[src/rtl/seq_priority_encoder.sv]
// Serialises a multi-hot request vector into one binary index per beat, in priority order (optional SEQ_ENC_COUNT_EN adds out_count).
// Latency: first beat one cycle after acceptance; max(k,1) beats per vector, back-to-back with no bubble.
// Backpressure: out_ready low holds the current beat and pend; in_ready drops until the last beat retires.
module seq_priority_encoder #(
  parameter int N         = 8,
  parameter int MSB_FIRST = 1,
  localparam int IDX_W    = $clog2(N)
) (
  input  logic             clk,
  input  logic             rst_n,
  input  logic             in_valid,
  output logic             in_ready,
  input  logic [N-1:0]     din,
  output logic             out_valid,
  input  logic             out_ready,
  output logic [IDX_W-1:0] out_idx,
  output logic             out_last,
  output logic             out_zero
`ifdef SEQ_ENC_COUNT_EN
  ,
  output logic [IDX_W:0]   out_count
`endif
);

  typedef enum logic {IDLE, SCAN} state_t;

  state_t           state_q, state_d;
  logic [N-1:0]     pend_q, pend_d;
  logic             zero_q, zero_d;
  logic [N-1:0]     sel;
  logic [IDX_W-1:0] idx;
  logic             scan;
  logic             last;
  logic             load;

  assign scan = (state_q == SCAN);
  assign last = ~|(pend_q & (pend_q - N'(1)));

  // Later loop iterations override earlier ones, so iteration order sets the priority.
  always_comb begin
    idx = '0;
    sel = '0;
    if (MSB_FIRST != 0) begin
      for (int i = 0; i < N; i++) begin
        if (pend_q[i]) begin
          idx    = IDX_W'(i);
          sel    = '0;
          sel[i] = 1'b1;
        end
      end
    end else begin
      for (int i = N - 1; i >= 0; i--) begin
        if (pend_q[i]) begin
          idx    = IDX_W'(i);
          sel    = '0;
          sel[i] = 1'b1;
        end
      end
    end
  end

  assign out_valid = scan;
  assign out_idx   = scan ? idx : '0;
  assign out_last  = scan & last;
  assign out_zero  = scan & zero_q;
  assign in_ready  = rst_n & (~scan | (out_ready & last));
  assign load      = in_valid & in_ready;

  always_comb begin
    state_d = state_q;
    pend_d  = pend_q;
    zero_d  = zero_q;
    case (state_q)
      IDLE: begin
        if (load) begin
          state_d = SCAN;
          pend_d  = din;
          zero_d  = (din == '0);
        end
      end
      SCAN: begin
        if (out_ready) begin
          pend_d = pend_q & ~sel;
          if (last) begin
            if (load) begin
              pend_d = din;
              zero_d = (din == '0);
            end else begin
              state_d = IDLE;
              zero_d  = 1'b0;
            end
          end
        end
      end
      default: state_d = IDLE;
    endcase
  end

  always_ff @(posedge clk) begin
    if (!rst_n) begin
      state_q <= IDLE;
      pend_q  <= '0;
      zero_q  <= 1'b0;
    end else begin
      state_q <= state_d;
      pend_q  <= pend_d;
      zero_q  <= zero_d;
    end
  end

`ifdef SEQ_ENC_COUNT_EN
  logic [IDX_W:0] pop;
  logic [IDX_W:0] count_q;

  always_comb begin
    pop = '0;
    for (int i = 0; i < N; i++) begin
      pop = pop + (IDX_W + 1)'(din[i]);
    end
  end

  always_ff @(posedge clk) begin
    if (!rst_n) begin
      count_q <= '0;
    end else if (load) begin
      count_q <= pop;
    end
  end

  assign out_count = scan ? count_q : '0;
`endif

endmodule

[config.mk]
export PLATFORM = sky130hd
export DESIGN_NAME = seq_priority_encoder
export DESIGN_NICKNAME = d
export VERILOG_FILES = /design/src/rtl/seq_priority_encoder.sv
export SDC_FILE = /design/constraint.sdc
export NUM_CORES = 1
export LEC_CHECK = 0
export CAP_MARGIN = 20
export CORE_UTILIZATION = 41
export CTS_CLUSTER_DIAMETER = 80
export DETAILED_ROUTE_END_ITERATION = 12
export GPL_TIMING_DRIVEN = 0
export PLACE_DENSITY = 0.83
export SLEW_MARGIN = 20
export SYNTH_ARGS = -nofsm -noshare
export SYNTH_HDL_FRONTEND = slang
export SYNTH_SLANG_ARGS = --single-unit
[constraint.sdc]
create_clock -name clk -period 1.93 [get_ports clk]
set_input_delay 0.386 -clock clk [delete_from_list [all_inputs] [get_ports clk]]
set_output_delay 0.386 -clock clk [all_outputs]
set_load 0.05 [all_outputs]
After elaboration in Yosys (flattened, before gate mapping)
Cells that the tools add are included.

operators by class
  reduce and logical (&&, ||, !) cells = 5
  add/sub/neg operators = 1
  multiplexer cells = 30
  eq/ne operators = 3
  bitwise logic cells = 10

operators by type and width
  operator                                           number
  two-way mux 8 bit                                  10
  two-way mux 3 bit                                  7
  bitwise AND 8 bit                                  2
  one-hot mux 8 bit (2 select lines)                 1
  two-way mux 1 bit                                  9
  zero test 8 bit                                    1
  inverter 8 bit                                     1
  OR reduction 8 bit                                 1
  subtractor 8 x 1 -> 8 bit (second input constant)  1
  inequality test 2 bit (second input constant)      3
  bitwise AND 1 bit                                  5
  one-hot mux 1 bit (2 select lines)                 2
  AND reduction 3 bit                                1
  two-way mux 2 bit                                  1
  AND reduction 2 bit                                1
  zero test 1 bit                                    1
  inverter 1 bit                                     1
  bitwise OR 1 bit                                   1

word-level totals
  logic and storage cells = 52
  output and inout bits = 7
  register bits after elaboration = 10
  bits of input ports = 12

Logic depth before layout (Yosys ltp)
  depth after elaboration = 14
  gate-level depth with buffers = 6
  mapped depth without buffers = 5

Worst setup path after synthesis
Ideal clock, no wire load.

  path type = register to output
  start = register pend_q[0]
  end = output port in_ready
  path slack = -0.215 ns
  cell stages (with the launch flop) = 5
  data arrival time = 1.759 ns
  cells stage by stage = dfxtp_1 or4_1 o31a_1 o41ai_4 and2_1

on the way
  word-level cells in the longest chain between the ends = 7

ends and longest elaborated chain
  element                    line  RTL
  start: declaration         28    logic [N-1:0] pend_q, pend_d;
  start signal: assignment   106   pend_q <= pend_d;
  subtractor 8 x 1 -> 8 bit  37    assign last = ~|(pend_q & (pend_q - N'(1)));
  bitwise AND 8 bit *        37
  OR reduction 8 bit *       37
  zero test 1 bit *          37
  bitwise AND 1 bit *        66    assign in_ready = rst_n & (~scan | (out_ready & last));
  bitwise OR 1 bit *         66
  bitwise AND 1 bit *        66
  end: declaration           12    output logic in_ready,

Mark *: on every way between the ends. The rest lies on a longest branch, timed or not.

Final worst setup path
  start = register pend_q[2]
  end = output port in_ready

The elaborated chain is that of the path after synthesis.

==> metrics.cfg <==
[sta]
fin_ws_ns = -0.330
setup_viol = 7
hold_violations = 0
fmax_mhz = 442
timing.final.crit_share_pct = 117
finalSetupTns_ns = -0.993
fin_crit_ns = 2.26
worst_slew_pin_slew_ns = 0.488
slew_violations = 0
max-slew-margin-rel_pct = 67.4
rsz0062_at_grt = true
fin_skew_ns = 0.00344

[pwr]
clkPwrFrac_pct = 21.4
p_leak_nw = 0.422
fin_total_pwr_mw = 0.649
p_switching_mw = 0.229
seq_power_share_pct = 38.6
comb_power_share_pct = 40.0
irDropWorstVdd_v = 0.000498
power.density_nw_per_um2 = 655
p_int_mw = 0.420
switching_share_pct = 35.3

[yosys]
syn-cell-area_um2 = 693
synth_ff_type = dfxtp_1
syn_area_per_cell_um2 = 8.45
syn_inst = 82
synth-edff-count = 0
synthArstFlopShare_pct = 0
ys_warn_count = 0
syn_nets = 94
ys_ff_latch = 10
post_synth_num_cell_types = 34
ys_seq_area_share_pct = 28.9

[cells_and_area]
final_cells = 121
layout-area-overhead-vs-synth_pct = 43.0
nNetsFinal = 119
fillers = 144
final_common_cell = clkdlybuf4s50_1
diodes = 0
design_area_um2 = 991
drive_above_1_share_pct = 32.4
final_cell_mix = 11 x clkdlybuf4s50_1, 7 x inv_1, 6 x nand2_1, 6 x dfxtp_1, 5 x nor3_1

[routing]
remaining_drc_errors = 0
routed_wl_um = 1710
wl_per_cell_um = 14.1
vias_per_cell = 5.77
first_iter_violations = 10
vias = 698
ant_nets = 0
drt-pass1-iter-count = 4

[clock_network]
cts_max_level = 1
postCtsHoldBufs = 0
clock_latency_ns = 0.26
cts_root_buffer = clkbuf_4
cts_tree = yes
clkSinkCount = 10
max-clock-path-buffers = 2
clkSlewWorstSetupHoldPaths_ns = 0.06
cts_buffers = 3

[placed_design]
io_buffers = 17
globalplace.congestion = 0.800
dp_cells = 115
placed_cell_area_um2 = 888
dp_slack_ns = -0.979
dp_hpwl_um = 1250

[run]
drv_cap = 0

[critical_path]
slowest_delay_ns = 0.36
arrival_ns = 1.87
worstSetupPathType = flop to output pin
end_kind = output pin
critPathLaunch = pend_q[2]
worstPathCellList = maj3_1 -> o31a_1 -> o41ai_4 -> and2_4 -> buf_8
r2r_slack_ns = -0.09
critPathCapture = in_ready
path_max_fanout = 8
r2r_cells = 6
r2r_start = pend_q[2]
worstPathRequired_ns = 1.54
cp_slowest_cell = dfxtp_2
rr_endpoint = pend_q[1]
start_kind = flop

[floorplan]
dieArea_um2 = 1860
coreArea_um2 = 1540
ios = 19
chipHeight_um = 43.1
die_x_um = 43.1
start_util_pct = 45.0
rows = 14

[outcome]
outcome = finished, violations left
failed_checks = setup timing

[grt]
grt_antenna_before_repair = 0
grt_pass1_vias = 663
grt_usage_pct = 20.1
grt_pass1_wl_um = 2770
grt_max_degree = 11
gr-total-overflow = 0

[min_path]
worstHoldPathType = primary input to flop

## power by group through the flow
stage               registers, mW  logic [mW]  clock network [mW]
floorplan                   0.245       0.158                   0
global placement            0.242       0.226                   0
detailed placement          0.244       0.232                   0
CTS                         0.246       0.247               0.142
global route                0.253       0.277               0.150
finish                      0.251       0.259               0.139
## sequential cells by signal, summed over array words and instances (netlist names)
| signal | flops |
|---|---|
| zero_q | 1 |
| pend_q | 8 |
| out_valid | 1 |
## cell type report
class / count / area (um2) / share of cell area [%]
Multi-Input combinational cell: 59 / 479 / 48.4
Timing Repair Buffer: 22 / 216 / 21.8
Sequential cell: 10 / 208 / 21.0
Inverter: 7 / 26.3 / 2.65
Clock buffer: 3 / 22.5 / 2.27
Tap cell: 16 / 20.0 / 2.02
Buffer: 4 / 18.8 / 1.89
## metrics by stage
| stage | utilization, % | hold WS (ns) |
|---|---|---|
| after detailed placement | 57.6 | 0.553 |
| after global placement | 57.6 | 0.532 |
| after global routing | 64.3 | 0.534 |
| after floorplan | - | 0.514 |
| after CTS | 62.7 | 0.520 |
| final | 64.3 | 0.520 |
## kinds of logic after synthesis
kind of cell               share of synthesized area, %
buffers and inverters                              7.40
AOI/OAI and AO/OA                                  22.7
adders and majority gates                          1.44
muxes                                              12.3
DFF                                                28.9
and+or+nand+nor                                    27.3
## routing by layer
metal / up-vias / track usage, % / part of all wire, %
li1: 349 / - / -
met1: 330 / 22.5 / 42
met2: 15 / 34.9 / 53
met3: 4 / 2.55 / 3.0
met4: 0 / 12.7 / 1.8
met5: - / 0 / 0
## worst min path at each step
stage / from / to / slack (ns) / cells past startpoint
2_1_floorplan: zero_q / zero_q / 0.51 / 3
3_3_place_gp: zero_q / zero_q / 0.53 / 3
3_5_place_dp: zero_q / zero_q / 0.55 / 3
4_1_cts: rst_n / pend_q[2] / 0.52 / 3
5_1_grt: rst_n / pend_q[2] / 0.53 / 3
6_report: rst_n / pend_q[2] / 0.52 / 3
## cells in the mapped netlist (3+ instances only)
master | instances | area, um2
nor2_1 | 4 | 15.0
and2_1 | 3 | 18.8
clkbuf_1 | 4 | 15.0
o211ai_1 | 3 | 22.5
dfxtp_1 | 10 | 200
nor3_1 | 5 | 25.0
mux2_4 | 3 | 45.0
inv_1 | 7 | 26.3
a21oi_1 | 3 | 15.0
mux2i_1 | 4 | 40.0
nand2_1 | 7 | 26.3
## worst max-delay path: cells and delay by family, from the launching register on
kind / cells / cell delay [ns]
flops: 1 / 0.36
simple gates: 1 / 0.20
buf+inv: 1 / 0.14
fa+ha+maj: 1 / 0.36
compound gates: 2 / 0.56
## what timing repair did
action                                  4_1_cts  5_1_grt
buffers inserted                              5        2
gates cloned                                  0        0
pin swaps                                     3        3
resized for setup                            37        9
endpoints found under the setup margin        9       16
endpoints found under the hold margin         0        0
No activity file was read; power rests on OpenSTA's default activity.
